### src/rtl/mux_pkg.sv
// Shared definitions for the parametrised registered multiplexer:
// mode encodings, output-stage state type and the width helper.
package mux_pkg;

    // Encodings of the mode input.
    localparam logic MODE_SEL = 1'b0;
    localparam logic MODE_RR  = 1'b1;

    // One-entry output register: empty or holding a word.
    typedef enum logic {
        OUT_EMPTY = 1'b0,
        OUT_FULL  = 1'b1
    } out_state_e;

    // Number of bits needed to index n items (n >= 2 gives at least 1).
    function automatic int clog2(input int n);
        int r;
        int v;
        r = 0;
        v = n - 1;
        while (v > 0) begin
            r = r + 1;
            v = v >> 1;
        end
        return r;
    endfunction

endpackage

### src/rtl/rr_arbiter.sv
// Round-robin arbiter: holds the last-granted pointer and searches
// ptr+1, ptr+2, ... (wrapping) for the first valid channel. The pointer
// only moves when the parent reports that the grant was actually taken.
module rr_arbiter
    import mux_pkg::*;
#(
    parameter  int CHANNELS = 4,
    localparam int SEL_W    = clog2(CHANNELS)
) (
    input  logic                clk,
    input  logic                reset_L,
    input  logic [CHANNELS-1:0] valid_i,
    input  logic                advance_i,
    output logic [SEL_W-1:0]    grant_o,
    output logic                grant_exists_o
);

    // Pointer restarts at the last channel so the first search begins at 0.
    localparam logic [SEL_W-1:0] PTR_RST = SEL_W'(CHANNELS - 1);

    logic [SEL_W-1:0] ptr_q;
    logic [SEL_W-1:0] ptr_d;

    // Rotating priority search starting just after the pointer.
    always_comb begin
        int                idx;
        logic              found;
        logic [CHANNELS-1:0] valid_sh;
        idx      = 0;
        found    = 1'b0;
        valid_sh = '0;
        grant_o  = '0;
        for (int k = 1; k <= CHANNELS; k++) begin
            idx      = (int'(ptr_q) + k) % CHANNELS;
            valid_sh = valid_i >> idx;
            if (!found && valid_sh[0]) begin
                found   = 1'b1;
                grant_o = idx[SEL_W-1:0];
            end
        end
        grant_exists_o = found;
    end

    // Pointer follows the taken grant; frozen otherwise.
    always_comb begin
        ptr_d = ptr_q;
        if (advance_i && grant_exists_o) begin
            ptr_d = grant_o;
        end
    end

    // Pointer register.
    always_ff @(posedge clk or negedge reset_L) begin
        if (!reset_L) begin
            ptr_q <= PTR_RST;
        end else begin
            ptr_q <= ptr_d;
        end
    end

endmodule

### src/rtl/mux_param_rr.sv
// Registered CHANNELS:1 multiplexer with per-channel valid/ready and a
// one-entry output register. Optional round-robin arbitration is built
// only when MUX_PARAM_RR_EN is defined; otherwise mode is ignored and the
// block works in selector mode only.
//
// Handshake: an input channel transfers on a rising edge where its
// valid_in and ready_out bits are both high; the output word transfers on
// an edge where valid_out and ready_in are both high. ready_out is
// combinational, at most one bit is set, and it never depends on ready_out
// of the consumer through a register, so a new word can load in the same
// edge the old one drains.
module mux_param_rr
    import mux_pkg::*;
#(
    parameter  int WIDTH    = 2,
    parameter  int CHANNELS = 4,
    localparam int SEL_W    = clog2(CHANNELS)
) (
    input  logic                      clk,
    input  logic                      reset_L,
    input  logic                      mode,
    input  logic [SEL_W-1:0]          selector,
    input  logic [CHANNELS-1:0]       valid_in,
    input  logic [CHANNELS*WIDTH-1:0] data_in,
    output logic [CHANNELS-1:0]       ready_out,
    input  logic                      ready_in,
    output logic                      valid_out,
    output logic [WIDTH-1:0]          data_out,
    output logic [SEL_W-1:0]          chan_out
);

    out_state_e       state_q;
    out_state_e       state_d;
    logic [WIDTH-1:0] data_q;
    logic [WIDTH-1:0] data_d;
    logic [SEL_W-1:0] chan_q;
    logic [SEL_W-1:0] chan_d;

    logic             can_load;
    logic             sel_exists;
    logic             grant_exists;
    logic [SEL_W-1:0] grant_idx;
    logic             load;
    logic [WIDTH-1:0] load_data;

    assign valid_out = (state_q == OUT_FULL);
    assign data_out  = data_q;
    assign chan_out  = chan_q;

    // The register can accept a word when empty or when it drains this edge.
    assign can_load = !valid_out || ready_in;

    // Selector mode: grant only an in-range selector whose channel is valid.
    always_comb begin
        sel_exists = 1'b0;
        for (int i = 0; i < CHANNELS; i++) begin
            if ((int'(selector) == i) && valid_in[i]) begin
                sel_exists = 1'b1;
            end
        end
    end

`ifdef MUX_PARAM_RR_EN
    logic             use_rr;
    logic [SEL_W-1:0] rr_grant;
    logic             rr_exists;

    assign use_rr = (mode == MODE_RR);

    rr_arbiter #(
        .CHANNELS (CHANNELS)
    ) u_rr_arbiter (
        .clk            (clk),
        .reset_L        (reset_L),
        .valid_i        (valid_in),
        .advance_i      (load && use_rr),
        .grant_o        (rr_grant),
        .grant_exists_o (rr_exists)
    );

    assign grant_idx    = use_rr ? rr_grant  : selector;
    assign grant_exists = use_rr ? rr_exists : sel_exists;
`else
    // Mode has no effect without the arbiter.
    logic unused_mode;
    assign unused_mode  = mode;
    assign grant_idx    = selector;
    assign grant_exists = sel_exists;
`endif

    // A grant is taken only out of reset and when the register has room.
    assign load = reset_L && can_load && grant_exists;

    // One-hot accept toward the granted channel.
    always_comb begin
        ready_out = '0;
        for (int i = 0; i < CHANNELS; i++) begin
            if (load && (int'(grant_idx) == i)) begin
                ready_out[i] = 1'b1;
            end
        end
    end

    // Pick the granted channel's word; out-of-range indices select nothing.
    always_comb begin
        load_data = '0;
        for (int i = 0; i < CHANNELS; i++) begin
            if (int'(grant_idx) == i) begin
                load_data = data_in[i*WIDTH +: WIDTH];
            end
        end
    end

    // Output-stage next state: load wins over drain, so no bubble on refill.
    always_comb begin
        state_d = state_q;
        data_d  = data_q;
        chan_d  = chan_q;
        case (state_q)
            OUT_EMPTY: begin
                if (load) begin
                    state_d = OUT_FULL;
                end
            end
            OUT_FULL: begin
                if (!load && ready_in) begin
                    state_d = OUT_EMPTY;
                end
            end
            default: begin
                state_d = OUT_EMPTY;
            end
        endcase
        if (load) begin
            data_d = load_data;
            chan_d = grant_idx;
        end
    end

    // Output register; an asserted reset drops the held word at once.
    always_ff @(posedge clk or negedge reset_L) begin
        if (!reset_L) begin
            state_q <= OUT_EMPTY;
            data_q  <= '0;
            chan_q  <= '0;
        end else begin
            state_q <= state_d;
            data_q  <= data_d;
            chan_q  <= chan_d;
        end
    end

endmodule

### config.mk
export PLATFORM = sky130hd
export DESIGN_NAME = mux_param_rr
export DESIGN_NICKNAME = d
export VERILOG_FILES = /design/src/rtl/mux_pkg.sv /design/src/rtl/rr_arbiter.sv /design/src/rtl/mux_param_rr.sv
export SDC_FILE = /design/constraint.sdc
export NUM_CORES = 1
export LEC_CHECK = 0
export BUFFER_PORTS_ARGS = -buffer_cell sky130_fd_sc_hd__buf_2
export CAP_MARGIN = 20
export CORE_AREA = 2 2 39 41
export CTS_CLUSTER_SIZE = 30
export DETAILED_ROUTE_END_ITERATION = 16
export DIE_AREA = 0 0 41 43
export GPL_ROUTABILITY_DRIVEN = 0
export GPL_TIMING_DRIVEN = 0
export PLACE_DENSITY_LB_ADDON = 0.1
export SLEW_MARGIN = 25
export SYNTH_ARGS = -nofsm -noshare
export SYNTH_HDL_FRONTEND = slang
export SYNTH_HIERARCHICAL = 1
export SYNTH_SLANG_ARGS = --single-unit
### constraint.sdc
create_clock -name clk -period 1.15 [get_ports clk]
set_input_delay 0 -clock clk [delete_from_list [all_inputs] [get_ports clk]]
set_output_delay 0 -clock clk [all_outputs]
set_load 0.02 [all_outputs]
**Word level (Yosys, flattened, before mapping)**

Cells that the tools add are included.

- Register bits: 5
- Output and inout bits: 9

- Reductions and logical operators: 15
- Multiplexer cells: 15
- Eq/ne operators: 3
- Bitwise operators: 1

Operator list:

| kind | count |
|---|---|
| $logic_and 1x1->1 | 11 |
| $mux 1 | 10 |
| $mux 2 | 4 |
| $eq 2x2->1 const B | 2 |
| $eq 2x1->1 const B | 1 |
| $logic_not 1->1 | 2 |
| $logic_not 2->1 | 1 |
| $pmux 1 s2 | 1 |
| $logic_or 1x1->1 | 1 |
| $not 1->1 | 1 |

**Depth between registers and ports, before layout**

Gate-level depths: netlist of the first run.

- Word-level depth: 11
- Gate-level depth with buffers: 4

**Worst setup path before layout of the first run**

Ideal clock, no wire load.

- Kind: reg-to-output
- Start point: reg state_q, in the netlist valid_out
- End point: out ready_out[0]
- Path buffers: 0
- Setup slack: -343 ps
- Cell stages (with the launch flop): 4
- Arrival time: 1493 ps
- Path through: dfrtp_1 nand2b_1 nand2_1 nor4b_1

- Word-level cells in the longest chain between the ends: 6

Ends and longest elaborated chain:

| what | line | RTL |
|---|---|---|
| start: declaration | mux_param_rr.sv:32 | `out_state_e state_q;` |
| start signal: assignment | mux_param_rr.sv:147 | `state_q <= state_d;` |
| $logic_not 1->1 | mux_param_rr.sv:51 | `assign can_load = !valid_out \|\| ready_in;` |
| $logic_or 1x1->1 | mux_param_rr.sv:51 |  |
| $logic_and 1x1->1 (2 in series) | mux_param_rr.sv:92 | `assign load = reset_L && can_load && grant_exists;` |
| $logic_and 1x1->1 | mux_param_rr.sv:98 | `if (load && (int'(grant_idx) == i)) begin` |
| $mux 1 | mux_param_rr.sv:98 |  |
| end: declaration | mux_param_rr.sv:25 | `output logic [CHANNELS-1:0] ready_out,` |

No other way between the ends.

**Worst setup path after layout of the first run**

Same ends and word-level chain as after synthesis.

==> results of run 1 <==
worst reg2reg max path, cell delays in order (launching register included):
cell and delay [ps]:
dfrtp_2 410, nand2b_4 90, buf_4 120, nand3_2 120, mux2_1 340
cells in the final DEF, fill, tap and decap left out:
cell type	n
nand2_2	1
dfrtp_1	4
buf_4	4
nand3_1	2
mux2_1	3
mux2_2	1
a31o_1	1
buf_2	21
nand2b_4	1
nor3b_2	1
buf_8	1
dlygate4sd3_1	1
nand2_1	4
clkbuf_1	1
dfrtp_2	1
clkbuf_4	3
nor2_1	1
mux2_4	1
nor4b_2	1
a22o_1	1
nor3_1	1
nand3_2	1
mux4_2	3
state kept, by name (all words and copies together) (netlist names):
register / cells
valid_out: 1
data_out: 2
chan_out: 2
cells by family after synthesis:
kind of cell | share of synthesized area
muxes | 0.356
buffers and inverters | 0.0324
and+or+nand+nor | 0.201
AOI/OAI and AO/OA | 0.0504
DFF | 0.360
cell usage after synthesis (all sizes together):
| library cell | count |
|---|---|
| nor3 | 1 |
| buf | 1 |
| nor3b | 1 |
| mux4 | 3 |
| mux2 | 5 |
| dfrtp | 5 |
| nor4b | 1 |
| nand2 | 5 |
| nor2 | 1 |
| nand3 | 3 |
| nand2b | 1 |
| a22o | 1 |
| a31o | 1 |
through the flow:
stage | util | hold WS [ps] | instances | cell area [sq um] | setup WS (ps)
3_5_place_dp | 0.370 | -138 | 69 | 512 | -89.0
2_1_floorplan | - | -296 | 29 | 372 | -6.57
3_3_place_gp | 0.370 | -133 | 69 | 512 | -62.9
4_1_cts | 0.407 | 40.2 | 75 | 563 | -86.5
6_report | 0.411 | 48.7 | 75 | 569 | -60.3
5_1_grt | 0.411 | 64.1 | 75 | 569 | -115
power groups by stage:
stage | sequential, mW | combinational (mW) | clock, mW
after floorplan | 0.287 | 0.0935 | 0
after detailed placement | 0.241 | 0.233 | 0
final | 0.237 | 0.248 | 0.205
after CTS | 0.238 | 0.243 | 0.215
after global routing | 0.244 | 0.272 | 0.231
after global placement | 0.238 | 0.231 | 0
timing repair:
item	4_1_cts	5_1_grt
gates resized for setup	3	2
endpoints found under the hold margin	5	0
endpoints found under the setup margin	4	8
hold buffers	1	0
pin swaps	2	0
setup buffers	1	0
worst paths after layout:
check                                        start  slack [ps]                 endpoint  cells past startpoint
max reg2reg                    valid_out$_DFF_PN0_         -60  data_out[1]$_DFFE_PN0P_                      4
min in group asynchronous                  reset_L         250  data_out[1]$_DFFE_PN0P_                      2
min                                        reset_L          50      valid_out$_DFF_PN0_                      3
min reg2reg                data_out[0]$_DFFE_PN0P_         490  data_out[0]$_DFFE_PN0P_                      1
max                            valid_out$_DFF_PN0_         -60             ready_out[0]                      4
max in group asynchronous                  reset_L         690      valid_out$_DFF_PN0_                      2
metal layers:
layer / part of all wire / vias up / wire [um] / track usage
met5: 0 / - / 0 / 0
met4: 0 / 0 / 0 / 0.100
met3: 0.075 / 0 / 66 / 0.0157
met2: 0.46 / 16 / 403 / 0.188
met1: 0.46 / 158 / 405 / 0.166
li1: - / 172 / - / -
cell type report:
cell class | count | area (sq um)
fillers | 137 | 815
clock buffers | 4 | 26.3
well taps | 16 | 20.0
plain buffers | 1 | 15.0
multi-input cells | 23 | 236
flip-flops and latches | 5 | 126
repair buffers | 26 | 145
==> results.json, run 1 <==
{
  "run_status": "finished, violations left",
  "violations": "setup timing",
  "synth_top_area_cell": "dfrtp_1",
  "h-tree-depth": 1,
  "clkTransAtPathRegs_ps": 50,
  "drv_slew": 0,
  "crit_family": "flip-flops",
  "grt_pass1_wl_um": 1530,
  "port_buffers": 24,
  "fin_crit_sh": 1.05,
  "path_buf_inv": 1,
  "worst_slack_ps": -60.3,
  "synth_warnings": 6,
  "grt_max_degree": 11,
  "max_cap_violations": 0,
  "clock_skew_ps": 1.87,
  "hold_viol_final": 0,
  "min-delay-path-class": "in -> reg",
  "antenna_cells": 0,
  "syn_avg_cell_area_sq_um": 12.0,
  "clkSinkCount": 5,
  "io_pins": 27,
  "intPower_mw": 0.468,
  "ys_ff_latch": 5,
  "max_stage_delay_ps": 410,
  "yosysUniqueCellTypes": 15,
  "synth_top_area_share": 0.360,
  "wl_per_cell_um": 11.7,
  "cts_tree": "yes",
  "setup_violations": 6,
  "grt_pass1_vias": 358,
  "route.detailed.drc": 0,
  "path_cells": "nand2b_4 -> nand2_2 -> nor4b_2 -> buf_4",
  "core_sq_mm": 0.00138,
  "required_ps": 1150,
  "dr.first_iter.drc_count": 2,
  "crit_arrival_ps": 1210,
  "start_kind": "register",
  "die_h_um": 43,
  "dr.pass1.iters": 2,
  "min_period_ps": 1210,
  "power_mw": 0.690,
  "clock_path_buffers": 2,
  "ir_worst_vdd_uv": 329,
  "fmax_ghz": 0.826,
  "worst_pin_slew_ps": 231,
  "syn_inst": 29,
  "p_sw_frac": 0.322,
  "comb_power_share": 0.359,
  "cts_made_buffers": 3,
  "routed_wirelength_um": 875,
  "hpwl_um": 683,
  "grtUsageTotal": 0.130,
  "dr_total_vias": 346,
  "power_leakage_nw": 0.274,
  "final_layout_size_suffix_gt1_frac": 0.678,
  "die_x_um": 41,
  "rsz0062_at_grt": "yes",
  "viasPerCell": 4.61,
  "cts-root-buf": "clkbuf_4",
  "clkPwrFrac": 0.297,
  "die-area_sq_mm": 0.00176,
  "crit_path_max_fanout": 4,
  "crit_path_end_kind": "output port",
  "cpMaxStageDelayCell": "dfrtp_2",
  "drtAntennaViolNets": 0,
  "maxSlewHeadroom": 0.845,
  "critPathKind": "reg -> out",
  "synthesis.nets": 47,
  "start_util": 0.251,
  "synth.area.top_cells": "dfrtp_1 36%, mux4_2 19%, mux2_1 13%",
  "antenna_found_initial": 0,
  "overflow": 0,
  "finalSetupTns_ps": -246,
  "row_count": 14,
  "clk_latency_ps": 240,
  "finalNetCount": 78,
  "areaGrowthSynthToFinish_pct": 63.7,
  "syn_area_sq_um": 348,
  "powerDensity_mw_per_mm2": 1210,
  "p_sw_mw": 0.222,
  "ys_seq_area_frac": 0.360,
  "pwr-share-seq": 0.344
}
Note: power is estimated with default switching activity, not from simulation.
==> run 2: changes to the inputs <==
Settings changed: RECOVER_POWER from default to 100, SLEW_MARGIN 25 to default.
==> results.json, run 2 (synthesis results as in run 1) <==
{
  "crit_path_max_fanout": 4,
  "io_pins": 27,
  "multiInputGateArea_sq_um": 236,
  "routed_wirelength_um": 878,
  "start_kind": "register",
  "place_area_sq_um": 512,
  "grtUsageMet2": 0.188,
  "critPathKind": "reg -> out",
  "run_status": "finished, violations left",
  "regArea_sq_um": 126,
  "intPower_mw": 0.459,
  "min_path_cells": 3,
  "grt_max_degree": 11,
  "grtUsageTotal": 0.130,
  "antenna_cells": 0,
  "rrSetupSlack_ps": -60,
  "cts_tree": "yes",
  "drtAntennaViolNets": 0,
  "dr_total_vias": 346,
  "whs_endpoint": "valid_out$_DFF_PN0_",
  "port_buffers": 24,
  "ir_worst_vdd_uv": 330,
  "die_x_um": 41,
  "clk_latency_ps": 240,
  "dp_slack_ps": -89.0,
  "use_met1": 0.166,
  "hold_start": "reset_L",
  "core_sq_mm": 0.00138,
  "row_count": 14,
  "fillers": 139,
  "p_sw_mw": 0.223,
  "overflow": 0,
  "crit_arrival_ps": 1210,
  "cpMaxStageDelayCell": "dfrtp_2",
  "max_cap_violations": 0,
  "layout_common_cells": "18 x buf_2, 4 x nand2_1, 4 x dfrtp_1, 4 x clkbuf_1, 4 x buf_4",
  "viasPerCell": 4.61,
  "clkPwrFrac": 0.300,
  "crit_path_end_kind": "output port",
  "r2r-start": "valid_out$_DFF_PN0_",
  "worst_pin_slew_ps": 249,
  "grt_pass1_wl_um": 1530,
  "finalNetCount": 78,
  "max_stage_delay_ps": 410,
  "clkSinkCount": 5,
  "final_layout_size_suffix_gt1_frac": 0.627,
  "fin_crit_sh": 1.05,
  "worst_slack_ps": -60.3,
  "wl_per_cell_um": 11.7,
  "start_util": 0.251,
  "antenna_found_initial": 0,
  "grtUsageMet3": 0.0157,
  "clock_path_buffers": 2,
  "die_h_um": 43,
  "pwr-share-seq": 0.349,
  "hold_viol_final": 0,
  "final_common_cell": "buf_2",
  "power_leakage_nw": 0.266,
  "dr.first_iter.drc_count": 2,
  "final_area_sq_um": 566,
  "cts-root-buf": "clkbuf_4",
  "hpwl_um": 683,
  "die-area_sq_mm": 0.00176,
  "powerDensity_mw_per_mm2": 1210,
  "drv_slew": 0,
  "setup_violations": 6,
  "areaGrowthSynthToFinish_pct": 62.6,
  "maxSlewHeadroom": 0.835,
  "comb_power_share": 0.351,
  "p_sw_frac": 0.327,
  "route.detailed.drc": 0,
  "min_period_ps": 1210,
  "cts_made_buffers": 3,
  "dr.pass1.iters": 2,
  "fmax_ghz": 0.826,
  "timing.rr.end": "data_out[1]$_DFFE_PN0P_",
  "rsz0062_at_grt": "yes",
  "reg2reg_depth": 4,
  "crit_family": "flip-flops",
  "violations": "setup timing",
  "grt_pass1_vias": 358,
  "min-delay-path-class": "in -> reg",
  "clkTransAtPathRegs_ps": 50,
  "required_ps": 1150,
  "path_buf_inv": 1,
  "clock_skew_ps": 1.87,
  "h-tree-depth": 1,
  "path_cells": "nand2b_4 -> nand2_2 -> nor4b_2 -> buf_4",
  "grt-busiest-layer": "met2"
}
==> run 2: changes by cell type in the layout (fill, tap and decap cells not counted) <==
cell,previous run,this run
buf_2,21,18
clkbuf_1,1,4
==> run 2: metrics by stage <==
step                setup TNS (ps)  utilization  total power [mW]  hold WS (ps)  instances
floorplan                    -19.7            -             0.380          -296         29
global placement              -182        0.370             0.470          -133         69
detailed placement            -238        0.370             0.474          -138         69
CTS                           -313        0.407             0.696          40.2         75
global route                  -642        0.409             0.739          64.1         75
finish                        -246        0.409             0.683          48.7         75
==> run 2: metal layers <==
layer / up-vias / part of all wire
met4: 0 / 0
met2: 16 / 0.46
met1: 158 / 0.46
met3: 0 / 0.079
li1: 172 / -
met5: - / 0
==> run 2: power groups by stage <==
stage          Clock (mW)  Sequential [mW]  Combinational, mW
6_report            0.205            0.238              0.240
5_1_grt             0.231            0.245              0.263
4_1_cts             0.215            0.238              0.243
3_5_place_dp            0            0.241              0.233
3_3_place_gp            0            0.238              0.231
2_1_floorplan           0            0.287             0.0935
==> run 2: tightest hold or removal path: cells and delay by family <==
family | cells | cell delay (ps)
buffers and inverters | 1 | 140
and+or+nand+nor | 2 | 100
==> run 2: area by class of cell <==
| class | instances | share of cell area |
|---|---|---|
| plain buffers | 1 | 0.0265 |
| flip-flops and latches | 5 | 0.223 |
| multi-input cells | 23 | 0.418 |
| repair buffers | 26 | 0.250 |
| well taps | 16 | 0.0354 |
| clock buffers | 4 | 0.0465 |
==> run 2: how the worst max path moves through the flow <==
stage,start,endpoint,slack [ps],cells past startpoint
4_1_cts,valid_out$_DFF_PN0_,ready_out[0],-90,4
3_5_place_dp,selector[0],data_out[1]$_DFFE_PN0P_,-90,4
6_report,valid_out$_DFF_PN0_,ready_out[0],-60,4
3_3_place_gp,selector[0],chan_out[0]$_DFFE_PN0P_,-60,4
5_1_grt,valid_out$_DFF_PN0_,ready_out[0],-120,4
2_1_floorplan,selector[0],chan_out[0]$_DFFE_PN0P_,-7,4
==> run 2: what timing repair did <==
action | 4_1_cts | 5_1_grt
endpoints found under the hold margin | 5 | 0
pin swaps | 2 | 0
resized for setup | 3 | 2
endpoints found under the setup margin | 4 | 8
buffers inserted | 1 | 0
hold buffers | 1 | 0
==> run 3: changes to the inputs <==
Settings changed: PLACE_DENSITY from default to 0.58, PLACE_DENSITY_LB_ADDON 0.1 to default, TNS_END_PERCENT from default to 100.
==> results.json, run 3 (synthesis results as in run 1) <==
{
  "cts_made_buffers": 3,
  "max_stage_delay_ps": 410,
  "die_h_um": 43,
  "dr.pass1.iters": 1,
  "routed_wirelength_um": 779,
  "min_period_ps": 1200,
  "core_sq_mm": 0.00138,
  "powerDensity_mw_per_mm2": 1190,
  "power_leakage_nw": 0.259,
  "die-area_sq_mm": 0.00176,
  "violations": "setup timing",
  "cts-root-buf": "clkbuf_4",
  "clock_path_buffers": 2,
  "antenna_cells": 0,
  "hold_viol_final": 0,
  "crit_path_end_kind": "output port",
  "finalNetCount": 78,
  "dp_slack_ps": -60.6,
  "whs_endpoint": "chan_out[0]$_DFFE_PN0P_",
  "h-tree-depth": 1,
  "antenna_found_initial": 0,
  "start_kind": "register",
  "grt_pass1_vias": 341,
  "rsz0062_at_grt": "yes",
  "drtAntennaViolNets": 0,
  "dr_total_vias": 352,
  "clock_skew_ps": 4.74,
  "grt_pass1_wl_um": 1350,
  "route.detailed.drc": 0,
  "areaGrowthSynthToFinish_pct": 61.2,
  "overflow": 0,
  "cts_tree": "yes",
  "worst_slack_ps": -45.2,
  "worst_pin_slew_ps": 254,
  "required_ps": 1150,
  "ir_worst_vdd_uv": 255,
  "setup_violations": 6,
  "place_area_sq_um": 512,
  "viasPerCell": 4.69,
  "maxSlewHeadroom": 0.831,
  "run_status": "finished, violations left",
  "regArea_sq_um": 126,
  "grtUsageTotal": 0.114,
  "timing.rr.end": "data_out[0]$_DFFE_PN0P_",
  "postLayoutCoreUtil": 0.405,
  "hold_start": "selector[0]",
  "final_layout_size_suffix_gt1_frac": 0.593,
  "hpwl_um": 610,
  "dr.first_iter.drc_count": 0,
  "crit_arrival_ps": 1200,
  "r2r-start": "valid_out$_DFF_PN0_",
  "critPathKind": "reg -> out",
  "die_x_um": 41,
  "start_util": 0.251,
  "reg2reg_depth": 4,
  "fmax_ghz": 0.837,
  "path_cells": "nand2b_4 -> nand2_2 -> nor4b_2 -> buf_4",
  "fin_crit_sh": 1.04,
  "multiInputGateArea_sq_um": 233,
  "row_count": 14,
  "cpMaxStageDelayCell": "dfrtp_2",
  "fillers": 140,
  "grt_max_degree": 11,
  "crit_path_max_fanout": 4,
  "wl_per_cell_um": 10.4,
  "final_common_cell": "buf_2",
  "max_cap_violations": 0,
  "min_path_cells": 2,
  "layout_common_cells": "17 x buf_2, 5 x clkbuf_1",
  "rrSetupSlack_ps": -10,
  "clkSinkCount": 5,
  "drv_slew": 0,
  "io_pins": 27,
  "final_area_sq_um": 561,
  "port_buffers": 24,
  "min-delay-path-class": "in -> reg",
  "clk_latency_ps": 240,
  "clkTransAtPathRegs_ps": 50
}
[run 3: cell types whose count changed in the layout (fill, tap and decap cells not counted), sizes merged]
cell | previous run | this run
buf | 23 | 22
clkbuf | 7 | 8
[run 3: how the worst max path moves through the flow]
stage | startpoint | to | slack, ps | depth (start not counted)
floorplan | selector[0] | chan_out[0]$_DFFE_PN0P_ | -7 | 4
global placement | selector[0] | data_out[0]$_DFFE_PN0P_ | -60 | 4
detailed placement | selector[0] | data_out[1]$_DFFE_PN0P_ | -60 | 4
CTS | valid_out$_DFF_PN0_ | ready_out[0] | -80 | 4
global route | valid_out$_DFF_PN0_ | ready_out[2] | -130 | 4
finish | valid_out$_DFF_PN0_ | ready_out[0] | -50 | 4
[run 3: per-layer routing]
metal  up-vias  global-route usage  share of wire
li1        172                   -              -
met5         -                   0              0
met2        15               0.181           0.49
met4         0               0.100          0.024
met3         2              0.0157          0.077
met1       163               0.122           0.40
[run 3: where the power goes]
group | leakage (nW) | switching [mW] | total (mW) | internal, mW
logic | 0.187 | 0.124 | 0.228 | 0.105
registers | 0.0565 | 0.0205 | 0.236 | 0.215
clock network | 0.0150 | 0.0726 | 0.204 | 0.131
total | 0.259 | 0.217 | 0.668 | 0.451
[run 3: layout make-up]
type,instances,area share
multi-input cells,23,0.415
repair buffers,26,0.250
flip-flops and latches,5,0.225
clock buffers,4,0.0469
well taps,16,0.0357
plain buffers,1,0.0268
[run 3: metrics by stage]
stage	total power, mW	setup TNS, ps	hold WS (ps)	cells
2_1_floorplan	0.380	-19.7	-296	29
3_3_place_gp	0.466	-181	-137	69
3_5_place_dp	0.468	-177	-139	69
4_1_cts	0.687	-210	31.6	75
5_1_grt	0.717	-582	44.9	75
6_report	0.668	-119	31.2	75
[run 3: what timing repair did]
| item | 4_1_cts | 5_1_grt |
|---|---|---|
| endpoints found under the setup margin | 4 | 8 |
| gates resized for setup | 3 | 1 |
| setup buffers | 1 | 0 |
| hold endpoints to repair | 5 | 0 |
| hold buffers | 1 | 0 |
| pin swaps | 2 | 0 |
[run 3: worst max-delay path, delay by kind of cell (launching register included)]
family                 cells  cell delay [ps]
buffers and inverters      1              180
flip-flops                 1              410
AND/OR/NAND/NOR            3              370
